**src/rtl/data_memory_arbiter.sv**
```systemverilog
// Round-robin arbiter sharing one single-port data memory between the CPU data
// side (port 0) and a debug/DMA master (port 1), with bounded burst locking.
module data_memory_arbiter #(
    parameter int MAX_BURST = 4,
    parameter int CNT_W     = 3
) (
    input  logic        clk,
    input  logic        rst_n,
    input  logic        req0,
    input  logic        req1,
    input  logic        we0,
    input  logic        we1,
    input  logic        lock0,
    input  logic        lock1,
    input  logic [31:0] addr0,
    input  logic [31:0] addr1,
    input  logic [31:0] wd0,
    input  logic [31:0] wd1,
    output logic        gnt0,
    output logic        gnt1,
    output logic        rvalid0,
    output logic        rvalid1,
    output logic [31:0] rdata0,
    output logic [31:0] rdata1,
    output logic        err0,
    output logic        err1,
    output logic [31:0] mem_a,
    output logic        mem_we,
    output logic [31:0] mem_wd,
    input  logic [31:0] mem_rd
);

    typedef enum logic [1:0] {IDLE, OWN0, OWN1} state_t;

    localparam logic [CNT_W-1:0] MAX_CNT = CNT_W'(MAX_BURST);

    state_t           state;
    logic             last;
    logic [CNT_W-1:0] burst_cnt;
    logic [CNT_W-1:0] cnt_inc;

    logic keep0, keep1, arb0, arb1;
    logic sel_we, misal;

    always_comb begin
        // An owner keeps the slot until its budget runs out, but only while
        // the other port is actually waiting.
        keep0 = (state == OWN0) && req0 && ((burst_cnt < MAX_CNT) || !req1);
        keep1 = (state == OWN1) && req1 && ((burst_cnt < MAX_CNT) || !req0);
        arb0  = req0 && (!req1 || last);
        arb1  = req1 && (!req0 || !last);
        gnt0  = rst_n && (keep0 || (!keep1 && arb0));
        gnt1  = rst_n && (keep1 || (!keep0 && arb1));

        mem_a  = 32'd0;
        mem_wd = 32'd0;
        sel_we = 1'b0;
        if (gnt0) begin
            mem_a  = addr0;
            mem_wd = wd0;
            sel_we = we0;
        end else if (gnt1) begin
            mem_a  = addr1;
            mem_wd = wd1;
            sel_we = we1;
        end
        misal  = (mem_a[1:0] != 2'b00);
        mem_we = (gnt0 || gnt1) && sel_we && !misal;

        cnt_inc = (burst_cnt == MAX_CNT) ? MAX_CNT : burst_cnt + CNT_W'(1);
    end

    always_ff @(posedge clk or negedge rst_n) begin
        if (!rst_n) begin
            state     <= IDLE;
            last      <= 1'b1;
            burst_cnt <= '0;
            rvalid0   <= 1'b0;
            rvalid1   <= 1'b0;
            rdata0    <= 32'd0;
            rdata1    <= 32'd0;
            err0      <= 1'b0;
            err1      <= 1'b0;
        end else begin
            rvalid0 <= gnt0 && !we0;
            rvalid1 <= gnt1 && !we1;
            err0    <= gnt0 && misal;
            err1    <= gnt1 && misal;
            if (gnt0 && !we0)
                rdata0 <= misal ? 32'd0 : mem_rd;
            if (gnt1 && !we1)
                rdata1 <= misal ? 32'd0 : mem_rd;

            if (gnt0) begin
                last <= 1'b0;
                if (lock0) begin
                    state     <= OWN0;
                    burst_cnt <= keep0 ? cnt_inc : CNT_W'(1);
                end else begin
                    state     <= IDLE;
                    burst_cnt <= '0;
                end
            end else if (gnt1) begin
                last <= 1'b1;
                if (lock1) begin
                    state     <= OWN1;
                    burst_cnt <= keep1 ? cnt_inc : CNT_W'(1);
                end else begin
                    state     <= IDLE;
                    burst_cnt <= '0;
                end
            end else begin
                state     <= IDLE;
                burst_cnt <= '0;
            end
        end
    end

endmodule

```
**config.mk**
```make
export PLATFORM = sky130hd
export DESIGN_NAME = data_memory_arbiter
export DESIGN_NICKNAME = d
export VERILOG_FILES = /design/src/rtl/data_memory_arbiter.sv
export SDC_FILE = /design/constraint.sdc
export NUM_CORES = 1
export LEC_CHECK = 0
export CAP_MARGIN = 30
export CORE_MARGIN = 8
export CORE_UTILIZATION = 30
export DETAILED_ROUTE_END_ITERATION = 8
export PLACE_DENSITY = 0.77
export SYNTH_ARGS = -nofsm -noshare
export SYNTH_HDL_FRONTEND = slang
export SYNTH_SLANG_ARGS = --single-unit
```
**constraint.sdc**
```tcl
create_clock -name clk -period 2.1 [get_ports clk]
set_input_delay 0.42 -clock clk [delete_from_list [all_inputs] [get_ports clk]]
set_output_delay 0.42 -clock clk [all_outputs]
set_load 0.01 [all_outputs]
```
After elaboration in Yosys (flattened, before gate mapping)
Index checks and enable logic that the tools add are counted.
- flip-flop bits (word level): 74
- bits of input ports: 168
- output and inout bits: 135
- word-level logic and storage cells: 67
- $add $sub $neg: 1
- order comparisons: 1
- equal/unequal tests: 3
- mux-type cells: 20
- reduce and logical (&&, ||, !) cells: 33
- operators by type and width (kind ; count):
    32-bit 2-to-1 mux ; 5
    3-bit 2-to-1 mux ; 7
    1-bit logical AND ; 16
    1-bit logical NOT ; 8
    1-bit logical OR ; 7
    2-bit 2-to-1 mux ; 3
    1-bit 2-to-1 mux ; 5
    2-bit nonzero test ; 2
    3-bit by 1-bit adder with 3-bit output (second input constant) ; 1
    3-bit == test (second input constant) ; 1
    3-bit < comparator (second input constant) ; 1
    2-bit by 1-bit == test with 1-bit output (second input constant) ; 1
    2-bit == test (second input constant) ; 1

Depth between registers and ports, before layout
Gate-level depths: netlist of the first run.
- depth in word-level cells: 12
- mapped depth: 8
- depth with buffers taken out: 6

Least setup slack after synthesis of the first run
OpenSTA, ideal clock, no wires.
- path type: register to output
- start point: register burst_cnt[2]
- end point: output mem_we
- arrival: 1752 ps
- data required time: 1680 ps
- path slack: -72 ps
- cell stages (with the launch flop): 9
- path buffers: 3
- path through: dfrtp_1 -> buf_6 -> nand2b_4 -> a221oi_2 -> and2_1 -> buf_2 -> buf_4 -> a22oi_1 -> nor3_1
- word-level cells in the longest chain between the ends: 12
- elaborated cells on any way between the ends: 22
- those cells by class: order compare: 1; mux: 4; reduce/logical: 17
- RTL lines (what ; RTL line ; source):
    from (decl) ; 39 ; logic [CNT_W-1:0] burst_cnt;
    from (signal assigned) ; 98 ; burst_cnt <= keep0 ? cnt_inc : CNT_W'(1);
    from (signal assigned) ; 107 ; burst_cnt <= keep1 ? cnt_inc : CNT_W'(1);
    3-bit < comparator * ; 48, 49 ;
    1-bit logical OR ; 48 ; keep0 = (state == OWN0) && req0 && ((burst_cnt < MAX_CNT) || !req1);
    1-bit logical AND ; 48 ;
    1-bit logical NOT ; 53 ; gnt1 = rst_n && (keep1 || (!keep0 && arb1));
    1-bit logical AND ; 53 ;
    1-bit logical OR ; 53 ;
    1-bit logical AND ; 53 ;
    32-bit 2-to-1 mux ; 62 ; end else if (gnt1) begin
    32-bit 2-to-1 mux ; 58 ; if (gnt0) begin
    2-bit nonzero test ; 67 ; misal = (mem_a[1:0] != 2'b00);
    1-bit logical NOT ; 68 ; mem_we = (gnt0 || gnt1) && sel_we && !misal;
    1-bit logical AND * ; 68 ;
    to (decl) ; 28 ; output logic mem_we,
Every way passes the cells marked *; elsewhere a longest branch is shown, timed or not.

Worst setup path after layout of the first run
- start point: register burst_cnt[2]
- end point: output mem_wd[2]
- word-level cells in the longest chain between the ends: 9
- elaborated cells on any way between the ends: 15
- those cells by class: order compare: 1; mux: 2; reduce/logical: 12
- RTL lines (what ; RTL line ; source):
    3-bit < comparator * ; 48, 49 ;
    1-bit logical OR ; 48 ;
    1-bit logical AND ; 48 ;
    1-bit logical NOT ; 53 ;
    1-bit logical AND ; 53 ;
    1-bit logical OR ; 53 ;
    1-bit logical AND ; 53 ;
    32-bit 2-to-1 mux ; 62 ;
    32-bit 2-to-1 mux * ; 58 ;
    to (decl) ; 29 ; output logic [31:0] mem_wd,
Marked as above.

==> results of run 1 <==
metal layers:
layer,global-route usage [%],up-vias,share of wire [%]
li1,-,2142,-
met5,0,-,0.20
met1,25.2,2153,38
met3,8.49,32,10
met4,6.15,8,1.7
met2,36.6,197,50
registers in the layout (all words and copies together), names as in the netlist:
name and flops:
err0 1, burst_cnt 3, rvalid0 1, state 2
rdata0 32, last 1, err1 1, rvalid1 1
rdata1 32
worst max path at each step:
stage	startpoint	to	slack, ns	depth (start not counted)
floorplan	req0	mem_a[10]	0.005	7
global placement	req0	mem_wd[2]	-0.96	7
detailed placement	req0	mem_wd[8]	-1.06	7
CTS	burst_cnt[2]	mem_we	-0.44	7
global route	burst_cnt[2]	mem_wd[2]	-0.49	8
finish	burst_cnt[2]	mem_wd[2]	-0.41	8
metrics by stage:
step / setup WS [ns] / utilization [%]
floorplan: 0.00510 / -
global placement: -0.959 / 57.6
detailed placement: -1.06 / 57.6
CTS: -0.438 / 61.4
global route: -0.493 / 62.5
finish: -0.409 / 62.5
critical path: cells and delay by family (launching register included):
kind	cells	cell delay [ns]
DFF	1	0.44
buffers and inverters	4	0.48
and+or+nand+nor	2	0.39
AOI/OAI and AO/OA	2	0.45
layout make-up:
cell class	instances	area [um2]
Tap cell	172	215
Antenna cell	2	5.00
Timing Repair Buffer	361	3620
Clock inverter	5	38.8
Fill cell	1048	4670
Inverter	7	33.8
Multi-Input combinational cell	299	1790
Clock buffer	11	233
Sequential cell	74	1860
placed cells by master, fill, tap and decap left out, types with 3 or more instances in the layout:
master           instances
inv_1                    3
clkdlybuf4s50_1        232
buf_4                   29
nand3b_1                 3
buf_2                   45
buf_16                   9
a22o_1                  63
and2_4                   5
buf_6                   33
inv_2                    3
nand2_1                131
nor2_1                   5
dfrtp_1                 71
clkbuf_16               10
o21ai_1                 64
buf_12                   9
kinds of logic after synthesis:
family                   Yosys count  share of synthesized area, %
flip-flops                        74                          49.0
adder cells (fa/ha/maj)            2                         0.661
AO/OA/AOI/OAI                    141                          26.8
AND/OR/NAND/NOR                  156                          17.0
buffers and inverters             43                          6.55
what timing repair did:
item / in CTS / in global routing
setup buffers: 15 / 2
gates cloned: 9 / 1
gates resized for setup: 320 / 24
endpoints found under the setup margin: 67 / 98
pin swaps: 44 / 8
power breakdown:
group / internal [mW] / switching [mW]
clock: 0.808 / 0.605
sequential: 1.57 / 0.0833
combinational: 0.986 / 0.680
==> metrics.txt, run 1 <==
# TYPE chip_impl_metric gauge
chip_impl_info{name="outcome",value="finished with violations"} 1
chip_impl_info{name="violations",value="setup timing"} 1
chip_impl_metric{name="final_antenna_net_count",unit=""} 0
chip_impl_metric{name="synthesis.instances",unit=""} 416
chip_impl_metric{name="critical_path_required",unit="ns"} 1.68
chip_impl_metric{name="timing.final.hold_violations",unit=""} 0
chip_impl_metric{name="whs",unit="ns"} 0.0478
chip_impl_info{name="worst_path_max_delay_cell",value="dfrtp_2"} 1
chip_impl_metric{name="cts-htree-levels",unit=""} 3
chip_impl_info{name="rr_endpoint",value="rdata1[10]"} 1
chip_impl_info{name="synth.most_common_cell",value="nand2_1"} 1
chip_impl_metric{name="die-height",unit="um"} 128
chip_impl_metric{name="violation_count_after_the_first_detailed_route_iteration",unit=""} 376
chip_impl_metric{name="first_global_vias",unit=""} 4859
chip_impl_metric{name="num-nets-final",unit=""} 922
chip_impl_metric{name="pin_count_of_the_biggest_net_entering_global_routing",unit=""} 71
chip_impl_metric{name="remaining_drc_errors",unit=""} 0
chip_impl_metric{name="detailedPlacementHpwl",unit="um"} 14500
chip_impl_info{name="worst-setup-path-type",value="flop to output pin"} 1
chip_impl_metric{name="die_x_extent",unit="um"} 128
chip_impl_metric{name="p_per_cell_area",unit="nW/um2"} 607
chip_impl_metric{name="post_layout_nonfiller_instances",unit=""} 931
chip_impl_info{name="crit_path_start_kind",value="flop"} 1
chip_impl_metric{name="cts_hold_repair.buffers",unit=""} 0
chip_impl_metric{name="synth.distinct_cells",unit=""} 37
chip_impl_metric{name="grt-ovfl-total",unit=""} 0
chip_impl_metric{name="synth_edf_count",unit=""} 0
chip_impl_metric{name="max_slew.worst_pin.slew",unit="ns"} 0.644
chip_impl_metric{name="max_freq",unit="MHz"} 399
chip_impl_info{name="synth_flop_cell",value="dfrtp_1"} 1
chip_impl_info{name="yosys-top-cells-area",value="dfrtp_1 48%, a22o_1 15%, nand2_1 13%, o21ai_1 8.5%, buf_2 2.4%"} 1
chip_impl_metric{name="port_buffer_cells",unit=""} 302
chip_impl_metric{name="post-route-worst-setup-slack",unit="ns"} -0.409
chip_impl_info{name="hold_path.class",value="primary input to asynchronous set/reset pin"} 1
chip_impl_metric{name="cts_max_path_buffers",unit=""} 2
chip_impl_metric{name="min_period_over_period",unit="%"} 119
chip_impl_metric{name="clkSinkCount",unit=""} 74
chip_impl_metric{name="relSlewSlack",unit="%"} 57.1
chip_impl_metric{name="area_growth_syn_to_layout",unit="%"} 106
chip_impl_metric{name="wl_per_cell",unit="um"} 20.5
chip_impl_metric{name="floorplan.die_area",unit="um2"} 16500
chip_impl_info{name="clk_root_buffer_cell",value="clkbuf_16"} 1
chip_impl_metric{name="clock_insertion_delay_worst_skew",unit="ns"} 0.32
chip_impl_metric{name="io_pins",unit=""} 303
chip_impl_metric{name="globalplace.congestion",unit=""} 0.925
chip_impl_metric{name="setup_viols_final",unit=""} 67
chip_impl_metric{name="totalNegativeSetupSlack",unit="ns"} -24.32
chip_impl_metric{name="peakVddDrop",unit="V"} 0.000432
chip_impl_metric{name="num_rows",unit=""} 41
chip_impl_metric{name="power.leakage",unit="nW"} 3.40
chip_impl_metric{name="yosysWarningCount",unit=""} 0
chip_impl_metric{name="grt_usage",unit="%"} 21.8
chip_impl_info{name="synth_area_leader_cell",value="dfrtp_1"} 1
chip_impl_metric{name="finalInstanceArea",unit="um2"} 7790
chip_impl_info{name="timing.critical_path.mode_cell",value="buf_6"} 1
chip_impl_metric{name="slack_of_the_worst_reg_to_reg_path",unit="ns"} 0.10
chip_impl_metric{name="grt_antenna_before_repair",unit=""} 4
chip_impl_metric{name="fraction_of_registers_with_async_set_reset",unit="%"} 100
chip_impl_metric{name="clk_pin_slew_worst_paths",unit="ns"} 0.06
chip_impl_metric{name="fin_skew",unit="ns"} 0.00744
chip_impl_metric{name="crit_path_largest_cell_delay",unit="ns"} 0.44
chip_impl_metric{name="max_cap_violations",unit=""} 0
chip_impl_metric{name="power",unit="mW"} 4.73
chip_impl_metric{name="path_max_fanout",unit=""} 7
chip_impl_info{name="cp_cell_sequence",value="nand2b_4 > a221oi_4 > and2_4 > buf_6 > buf_6 > buf_16 > a22o_1 > buf_2"} 1
chip_impl_metric{name="cp.arrival",unit="ns"} 2.09
chip_impl_metric{name="worst-r2r-cell-count",unit=""} 9
chip_impl_metric{name="proportion_of_layout_cells_with_a_drive_suffix_above_1",unit="%"} 22.2
chip_impl_metric{name="start_util",unit="%"} 30.4
chip_impl_info{name="end_kind",value="output pin"} 1
chip_impl_metric{name="synth_fp_nets",unit=""} 586
chip_impl_metric{name="area_of_the_core_region",unit="um2"} 12500
chip_impl_info{name="crit-reg2reg-launch",value="burst_cnt[2]"} 1
chip_impl_metric{name="synth_seq_cells",unit=""} 74
chip_impl_metric{name="syn-mean-instance-area",unit="um2"} 9.10
chip_impl_metric{name="via_count",unit=""} 4532
chip_impl_metric{name="number_of_vias_per_cell",unit=""} 4.87
chip_impl_metric{name="post_dp_cell_area",unit="um2"} 7180
chip_impl_metric{name="post-route-min-period",unit="ns"} 2.51
chip_impl_metric{name="grt_pass1_wl",unit="um"} 27800
chip_impl_info{name="rsz_0062_raised_after_global_routing",value="true"} 1
chip_impl_metric{name="synthesis.area",unit="um2"} 3780
chip_impl_metric{name="numPlacedInstances",unit=""} 887
chip_impl_metric{name="synth-seq-area-share",unit="%"} 49.0
chip_impl_info{name="synth_common_cells",value="131 x nand2_1, 73 x dfrtp_1, 64 x o21ai_1"} 1
chip_impl_metric{name="numCtsBuffers",unit=""} 9
chip_impl_metric{name="synth.top_cell.area_share",unit="%"} 48.3
chip_impl_metric{name="route.final.wire_length",unit="um"} 19100
chip_impl_info{name="cts_tree",value="yes"} 1
chip_impl_metric{name="timing.final.max_slew_violations",unit=""} 0
chip_impl_metric{name="dr_pass1_iterations",unit=""} 4
Power figures use the tool's default switching activity.
==> run 2, diff against run 1 <==
Settings changed: CORE_AREA set to 2 2 119 121, CORE_MARGIN 8 to not set, CORE_UTILIZATION 30 to not set, DIE_AREA set to 0 0 121 123, PLACE_DENSITY 0.77 to 0.73.
==> metrics.txt, run 2 (same netlist as run 1, synthesis figures left out) <==
# TYPE chip_impl_metric gauge
chip_impl_metric{name="via_count",unit=""} 4524
chip_impl_info{name="cp_cell_sequence",value="and2_4 > a221oi_4 > and2_4 > buf_6 > buf_12 > buf_16 > a22o_4 > buf_6"} 1
chip_impl_metric{name="wl_per_cell",unit="um"} 19.3
chip_impl_metric{name="area_growth_syn_to_layout",unit="%"} 106
chip_impl_metric{name="critical_path_required",unit="ns"} 1.68
chip_impl_metric{name="grt_antenna_before_repair",unit=""} 7
chip_impl_metric{name="fin_skew",unit="ns"} 0.00753
chip_impl_metric{name="clk_pin_slew_worst_paths",unit="ns"} 0.06
chip_impl_metric{name="setup_viols_final",unit=""} 99
chip_impl_info{name="clk_root_buffer_cell",value="clkbuf_16"} 1
chip_impl_metric{name="port_buffer_cells",unit=""} 302
chip_impl_metric{name="max_slew.worst_pin.slew",unit="ns"} 0.792
chip_impl_info{name="rr_endpoint",value="rdata1[7]"} 1
chip_impl_metric{name="violation_count_after_the_first_detailed_route_iteration",unit=""} 198
chip_impl_metric{name="post-route-worst-setup-slack",unit="ns"} -0.378
chip_impl_metric{name="grt_usage",unit="%"} 22.3
chip_impl_metric{name="finish.utilization",unit="%"} 57.3
chip_impl_metric{name="grt-ovfl-total",unit=""} 0
chip_impl_metric{name="final_antenna_net_count",unit=""} 0
chip_impl_metric{name="num_rows",unit=""} 43
chip_impl_metric{name="relSlewSlack",unit="%"} 47.2
chip_impl_metric{name="area_of_the_core_region",unit="um2"} 13600
chip_impl_info{name="worst_path_max_delay_cell",value="dfstp_2"} 1
chip_impl_info{name="violations",value="setup timing"} 1
chip_impl_metric{name="path_max_fanout",unit=""} 6
chip_impl_metric{name="io_pins",unit=""} 303
chip_impl_metric{name="power",unit="mW"} 4.81
chip_impl_info{name="rsz_0062_raised_after_global_routing",value="true"} 1
chip_impl_metric{name="worst-r2r-cell-count",unit=""} 10
chip_impl_metric{name="placement.setup.worst_slack",unit="ns"} -0.972
chip_impl_metric{name="numCtsBuffers",unit=""} 9
chip_impl_metric{name="clock_insertion_delay_worst_skew",unit="ns"} 0.34
chip_impl_metric{name="detailedPlacementHpwl",unit="um"} 13000
chip_impl_metric{name="remaining_drc_errors",unit=""} 0
chip_impl_metric{name="power.leakage",unit="nW"} 3.43
chip_impl_metric{name="slack_of_the_worst_reg_to_reg_path",unit="ns"} -0.08
chip_impl_metric{name="die_x_extent",unit="um"} 121
chip_impl_metric{name="clkSinkCount",unit=""} 74
chip_impl_metric{name="start_util",unit="%"} 27.8
chip_impl_metric{name="num-nets-final",unit=""} 923
chip_impl_info{name="cts_tree",value="yes"} 1
chip_impl_info{name="crit_path_start_kind",value="flop"} 1
chip_impl_info{name="critical_path.top_delay_family",value="flip-flops"} 1
chip_impl_metric{name="cp.arrival",unit="ns"} 2.06
chip_impl_metric{name="globalplace.congestion",unit=""} 0.847
chip_impl_metric{name="post_dp_cell_area",unit="um2"} 7170
chip_impl_metric{name="proportion_of_layout_cells_with_a_drive_suffix_above_1",unit="%"} 22.4
chip_impl_info{name="largestRegisters",value="rdata0 x32, rdata1 x32, burst_cnt x3"} 1
chip_impl_metric{name="totalNegativeSetupSlack",unit="ns"} -22.43
chip_impl_metric{name="max_cap_violations",unit=""} 0
chip_impl_info{name="layout.cells.most_common_list",value="232 x clkdlybuf4s50_1, 131 x nand2_1, 72 x dfrtp_1"} 1
chip_impl_metric{name="dr_pass1_iterations",unit=""} 4
chip_impl_metric{name="cts_hold_repair.buffers",unit=""} 0
chip_impl_metric{name="p_per_cell_area",unit="nW/um2"} 617
chip_impl_info{name="crit-reg2reg-launch",value="last"} 1
chip_impl_metric{name="filler_cell_count",unit=""} 1184
chip_impl_metric{name="crit_path_largest_cell_delay",unit="ns"} 0.56
chip_impl_info{name="worst-setup-path-type",value="flop to output pin"} 1
chip_impl_metric{name="finalInstanceArea",unit="um2"} 7800
chip_impl_info{name="outcome",value="finished with violations"} 1
chip_impl_metric{name="cts_max_path_buffers",unit=""} 2
chip_impl_metric{name="peakVddDrop",unit="V"} 0.000336
chip_impl_metric{name="floorplan.die_area",unit="um2"} 14900
chip_impl_metric{name="post-route-min-period",unit="ns"} 2.48
chip_impl_metric{name="worstPathBufferInverterCount",unit=""} 4
chip_impl_metric{name="timing.final.max_slew_violations",unit=""} 0
chip_impl_info{name="end_kind",value="output pin"} 1
chip_impl_metric{name="first_global_vias",unit=""} 4547
chip_impl_info{name="hold_path.class",value="primary input to asynchronous set/reset pin"} 1
chip_impl_metric{name="timing.final.hold_violations",unit=""} 0
chip_impl_metric{name="min_period_over_period",unit="%"} 118
chip_impl_metric{name="grt_pass1_wl",unit="um"} 25100
chip_impl_metric{name="number_of_vias_per_cell",unit=""} 4.81
chip_impl_metric{name="cts-htree-levels",unit=""} 3
chip_impl_info{name="mostFrequentLayoutCell",value="clkdlybuf4s50_1"} 1
chip_impl_metric{name="max_freq",unit="MHz"} 404
chip_impl_metric{name="pin_count_of_the_biggest_net_entering_global_routing",unit=""} 66
chip_impl_metric{name="route.final.wire_length",unit="um"} 18100
chip_impl_metric{name="die-height",unit="um"} 123
## run 2: how the worst max path moves through the flow
stage                            start    endpoint  slack (ns)  cells past startpoint
after floorplan                   req0   mem_a[10]       0.005                      7
after global placement            req0  mem_wd[31]       -0.96                      7
after detailed placement          req0  mem_wd[31]       -0.97                      7
after CTS                         last  mem_wd[31]       -0.45                      9
after global routing      burst_cnt[2]   mem_a[29]       -0.44                      9
final                             last  mem_wd[27]       -0.38                      8
## run 2: metal layers
layer / vias to the layer above / track usage (%) / wire length (um)
li1: 2137 / - / -
met1: 2165 / 27.3 / 7420
met2: 189 / 38.2 / 9030
met3: 25 / 7.84 / 1410
met4: 8 / 4.65 / 204
met5: - / 0 / 56
## run 2: cell type report
cell class	instances	area (um2)	area share [%]
Clock inverter	7	71.3	0.915
Sequential cell	74	1850	23.8
Multi-Input combinational cell	299	1790	22.9
Antenna cell	2	5.00	0.0642
Inverter	7	33.8	0.433
Tap cell	180	225	2.89
Clock buffer	9	225	2.89
Timing Repair Buffer	362	3590	46.1
## run 2: repair_timing
item / CTS / global route
pin swaps: 57 / 16
setup endpoints to repair: 67 / 100
gates cloned: 9 / 4
resized for setup: 310 / 12
buffers inserted: 16 / 6
## run 2: metrics by stage
| step | std cells | hold slack, ns |
|---|---|---|
| 2_1_floorplan | 416 | 0.124 |
| 3_3_place_gp | 891 | 0.354 |
| 3_5_place_dp | 891 | 0.359 |
| 4_1_cts | 931 | 0.00763 |
| 5_1_grt | 939 | 0.0238 |
| 6_report | 940 | 0.0265 |
## run 2: power by group
part	switching [mW]	internal (mW)	leakage, nW
clock network	0.674	0.835	0.146
logic	0.680	0.967	2.28
registers	0.0820	1.57	1.00
total	1.44	3.37	3.43
==> run 3, diff against run 2 <==
Settings changed: CORE_AREA 2 2 119 121 to 2 2 117 119, DIE_AREA 0 0 121 123 to 0 0 119 121, PLACE_DENSITY 0.73 to 0.72.
Clock period 2.1 ns to 2.3 ns, I/O delays scaled along.
==> metrics.txt, run 3 (same netlist as run 1, synthesis figures left out) <==
# TYPE chip_impl_metric gauge
chip_impl_metric{name="numCtsBuffers",unit=""} 9
chip_impl_metric{name="min_period_over_period",unit="%"} 113
chip_impl_metric{name="peakVddDrop",unit="V"} 0.000369
chip_impl_metric{name="crit_path_largest_cell_delay",unit="ns"} 0.59
chip_impl_metric{name="clkSinkCount",unit=""} 74
chip_impl_info{name="violations",value="setup timing"} 1
chip_impl_info{name="crit_path_start_kind",value="flop"} 1
chip_impl_metric{name="max_cap_violations",unit=""} 0
chip_impl_metric{name="internal_power",unit="mW"} 3.36
chip_impl_metric{name="timing.final.hold_violations",unit=""} 0
chip_impl_metric{name="fin_skew",unit="ns"} 0.00729
chip_impl_info{name="outcome",value="finished with violations"} 1
chip_impl_metric{name="area_of_the_core_region",unit="um2"} 13100
chip_impl_metric{name="power",unit="mW"} 4.60
chip_impl_metric{name="final_antenna_net_count",unit=""} 0
chip_impl_metric{name="proportion_of_layout_cells_with_a_drive_suffix_above_1",unit="%"} 22.7
chip_impl_info{name="hold_path.class",value="primary input to asynchronous set/reset pin"} 1
chip_impl_info{name="worst-setup-path-type",value="flop to output pin"} 1
chip_impl_metric{name="io_pins",unit=""} 303
chip_impl_metric{name="die_x_extent",unit="um"} 119
chip_impl_info{name="cp_cell_sequence",value="and2_4 > a221oi_4 > and2_4 > buf_12 > buf_12 > buf_16 > a22o_1 > buf_2"} 1
chip_impl_metric{name="grt_antenna_before_repair",unit=""} 0
chip_impl_metric{name="pin_count_of_the_biggest_net_entering_global_routing",unit=""} 66
chip_impl_metric{name="totalNegativeSetupSlack",unit="ns"} -13.98
chip_impl_metric{name="post-route-min-period",unit="ns"} 2.61
chip_impl_info{name="worst_path_max_delay_cell",value="dfstp_2"} 1
chip_impl_metric{name="num-nets-final",unit=""} 923
chip_impl_metric{name="violation_count_after_the_first_detailed_route_iteration",unit=""} 390
chip_impl_metric{name="globalplace.congestion",unit=""} 0.866
chip_impl_metric{name="crit_cells",unit=""} 8
chip_impl_metric{name="die-height",unit="um"} 121
chip_impl_metric{name="max_slew.worst_pin.slew",unit="ns"} 0.779
chip_impl_metric{name="port_buffer_cells",unit=""} 302
chip_impl_info{name="layout.cells.most_common_list",value="232 x clkdlybuf4s50_1, 131 x nand2_1, 71 x dfrtp_1"} 1
chip_impl_metric{name="cts-htree-levels",unit=""} 3
chip_impl_metric{name="path_max_fanout",unit=""} 6
chip_impl_metric{name="grt_pass1_wl",unit="um"} 26200
chip_impl_info{name="largestRegisters",value="rdata0 x32, rdata1 x32, burst_cnt x3"} 1
chip_impl_metric{name="wl_per_cell",unit="um"} 19.8
chip_impl_metric{name="diodes",unit=""} 0
chip_impl_metric{name="dr_pass1_iterations",unit=""} 5
chip_impl_metric{name="relSlewSlack",unit="%"} 48.1
chip_impl_metric{name="num_rows",unit=""} 42
chip_impl_info{name="cts_tree",value="yes"} 1
chip_impl_info{name="end_kind",value="output pin"} 1
chip_impl_metric{name="finish.utilization",unit="%"} 60.6
chip_impl_metric{name="placement.setup.worst_slack",unit="ns"} -0.805
chip_impl_metric{name="floorplan.die_area",unit="um2"} 14400
chip_impl_metric{name="number_of_vias_per_cell",unit=""} 4.96
chip_impl_metric{name="grt_usage",unit="%"} 24.1
chip_impl_metric{name="total_switching_power",unit="mW"} 1.24
chip_impl_info{name="mostFrequentLayoutCell",value="clkdlybuf4s50_1"} 1
chip_impl_metric{name="power.share.switching",unit="%"} 26.9
chip_impl_metric{name="clock_insertion_delay_worst_skew",unit="ns"} 0.32
chip_impl_metric{name="route.final.wire_length",unit="um"} 18500
chip_impl_metric{name="max_freq",unit="MHz"} 383
chip_impl_metric{name="worst-r2r-cell-count",unit=""} 10
chip_impl_metric{name="grt-ovfl-total",unit=""} 0
chip_impl_metric{name="start_util",unit="%"} 28.9
chip_impl_metric{name="detailedPlacementHpwl",unit="um"} 13200
chip_impl_metric{name="critical_path_required",unit="ns"} 1.84
chip_impl_metric{name="remaining_drc_errors",unit=""} 0
chip_impl_metric{name="combinationalPowerShare",unit="%"} 34.0
chip_impl_metric{name="power.leakage",unit="nW"} 3.49
chip_impl_metric{name="area_growth_syn_to_layout",unit="%"} 110
chip_impl_info{name="critical_path.top_delay_family",value="flip-flops"} 1
chip_impl_info{name="clk_root_buffer_cell",value="clkbuf_16"} 1
chip_impl_metric{name="timing.final.max_slew_violations",unit=""} 0
chip_impl_metric{name="worstPathBufferInverterCount",unit=""} 4
chip_impl_metric{name="finalInstanceArea",unit="um2"} 7930
chip_impl_info{name="rsz_0062_raised_after_global_routing",value="true"} 1
chip_impl_metric{name="post_dp_cell_area",unit="um2"} 7100
chip_impl_metric{name="share_clk_of_total_power",unit="%"} 33.0
chip_impl_metric{name="cts_max_path_buffers",unit=""} 2
chip_impl_metric{name="post-route-worst-setup-slack",unit="ns"} -0.309
chip_impl_metric{name="clk_pin_slew_worst_paths",unit="ns"} 0.06
chip_impl_metric{name="via_count",unit=""} 4635
chip_impl_metric{name="setup_viols_final",unit=""} 66
chip_impl_metric{name="first_global_vias",unit=""} 4613
chip_impl_metric{name="cp.arrival",unit="ns"} 2.15
chip_impl_metric{name="p_per_cell_area",unit="nW/um2"} 580
chip_impl_metric{name="share_seq_of_total_power",unit="%"} 33.0
-- run 3: path summary, 6_finish.rpt --
path	from	endpoint	slack, ns
setup / recovery	last	mem_wd[21]	-0.31
hold / removal	rst_n	burst_cnt[2]	0.12
setup reg to reg	burst_cnt[2]	burst_cnt[1]	0.15
hold reg to reg	rdata0[18]	rdata0[18]	0.48
max in group asynchronous	rst_n	rvalid0	1.40
min in group clk	rdata0[18]	rdata0[18]	0.48
-- run 3: repair_timing --
action | in CTS | in global routing
buffers inserted | 17 | 4
gates cloned | 11 | 6
resized for setup | 312 | 21
setup endpoints to repair | 67 | 67
hold buffers | 0 | 0
pin swaps | 39 | 23
-- run 3: area by class of cell --
| cell class | count | area (um2) |
|---|---|---|
| clock inverter | 4 | 73.8 |
| clock buffer | 12 | 256 |
| fill | 1049 | 5150 |
| timing repair buffer | 361 | 3660 |
| sequential | 74 | 1860 |
| tap | 176 | 220 |
| multi-input combinational | 299 | 1820 |
| inverter | 7 | 38.8 |
| timing repair inverter | 1 | 11.3 |
-- run 3: layer usage --
| layer | vias up | wire [um] | GRT usage [%] |
|---|---|---|---|
| met5 | - | 0 | 0 |
| met4 | 0 | 296 | 5.51 |
| met3 | 21 | 1390 | 6.91 |
| met2 | 259 | 9350 | 40.5 |
| met1 | 2227 | 7420 | 30.7 |
| li1 | 2128 | - | - |
-- run 3: power groups by stage --
stage / sequential (mW) / combinational (mW) / clock (mW)
6_report: 1.52 / 1.56 / 1.52
5_1_grt: 1.53 / 1.65 / 1.62
4_1_cts: 1.51 / 1.51 / 1.55
3_5_place_dp: 1.54 / 1.39 / 0
3_3_place_gp: 1.53 / 1.37 / 0
2_1_floorplan: 1.59 / 0.405 / 0
-- run 3: per-stage QoR --
step           hold WS [ns]  std cells
2_1_floorplan         0.164        416
3_3_place_gp          0.438        885
3_5_place_dp          0.436        885
4_1_cts              0.0951        929
5_1_grt               0.114        934
6_report              0.118        934
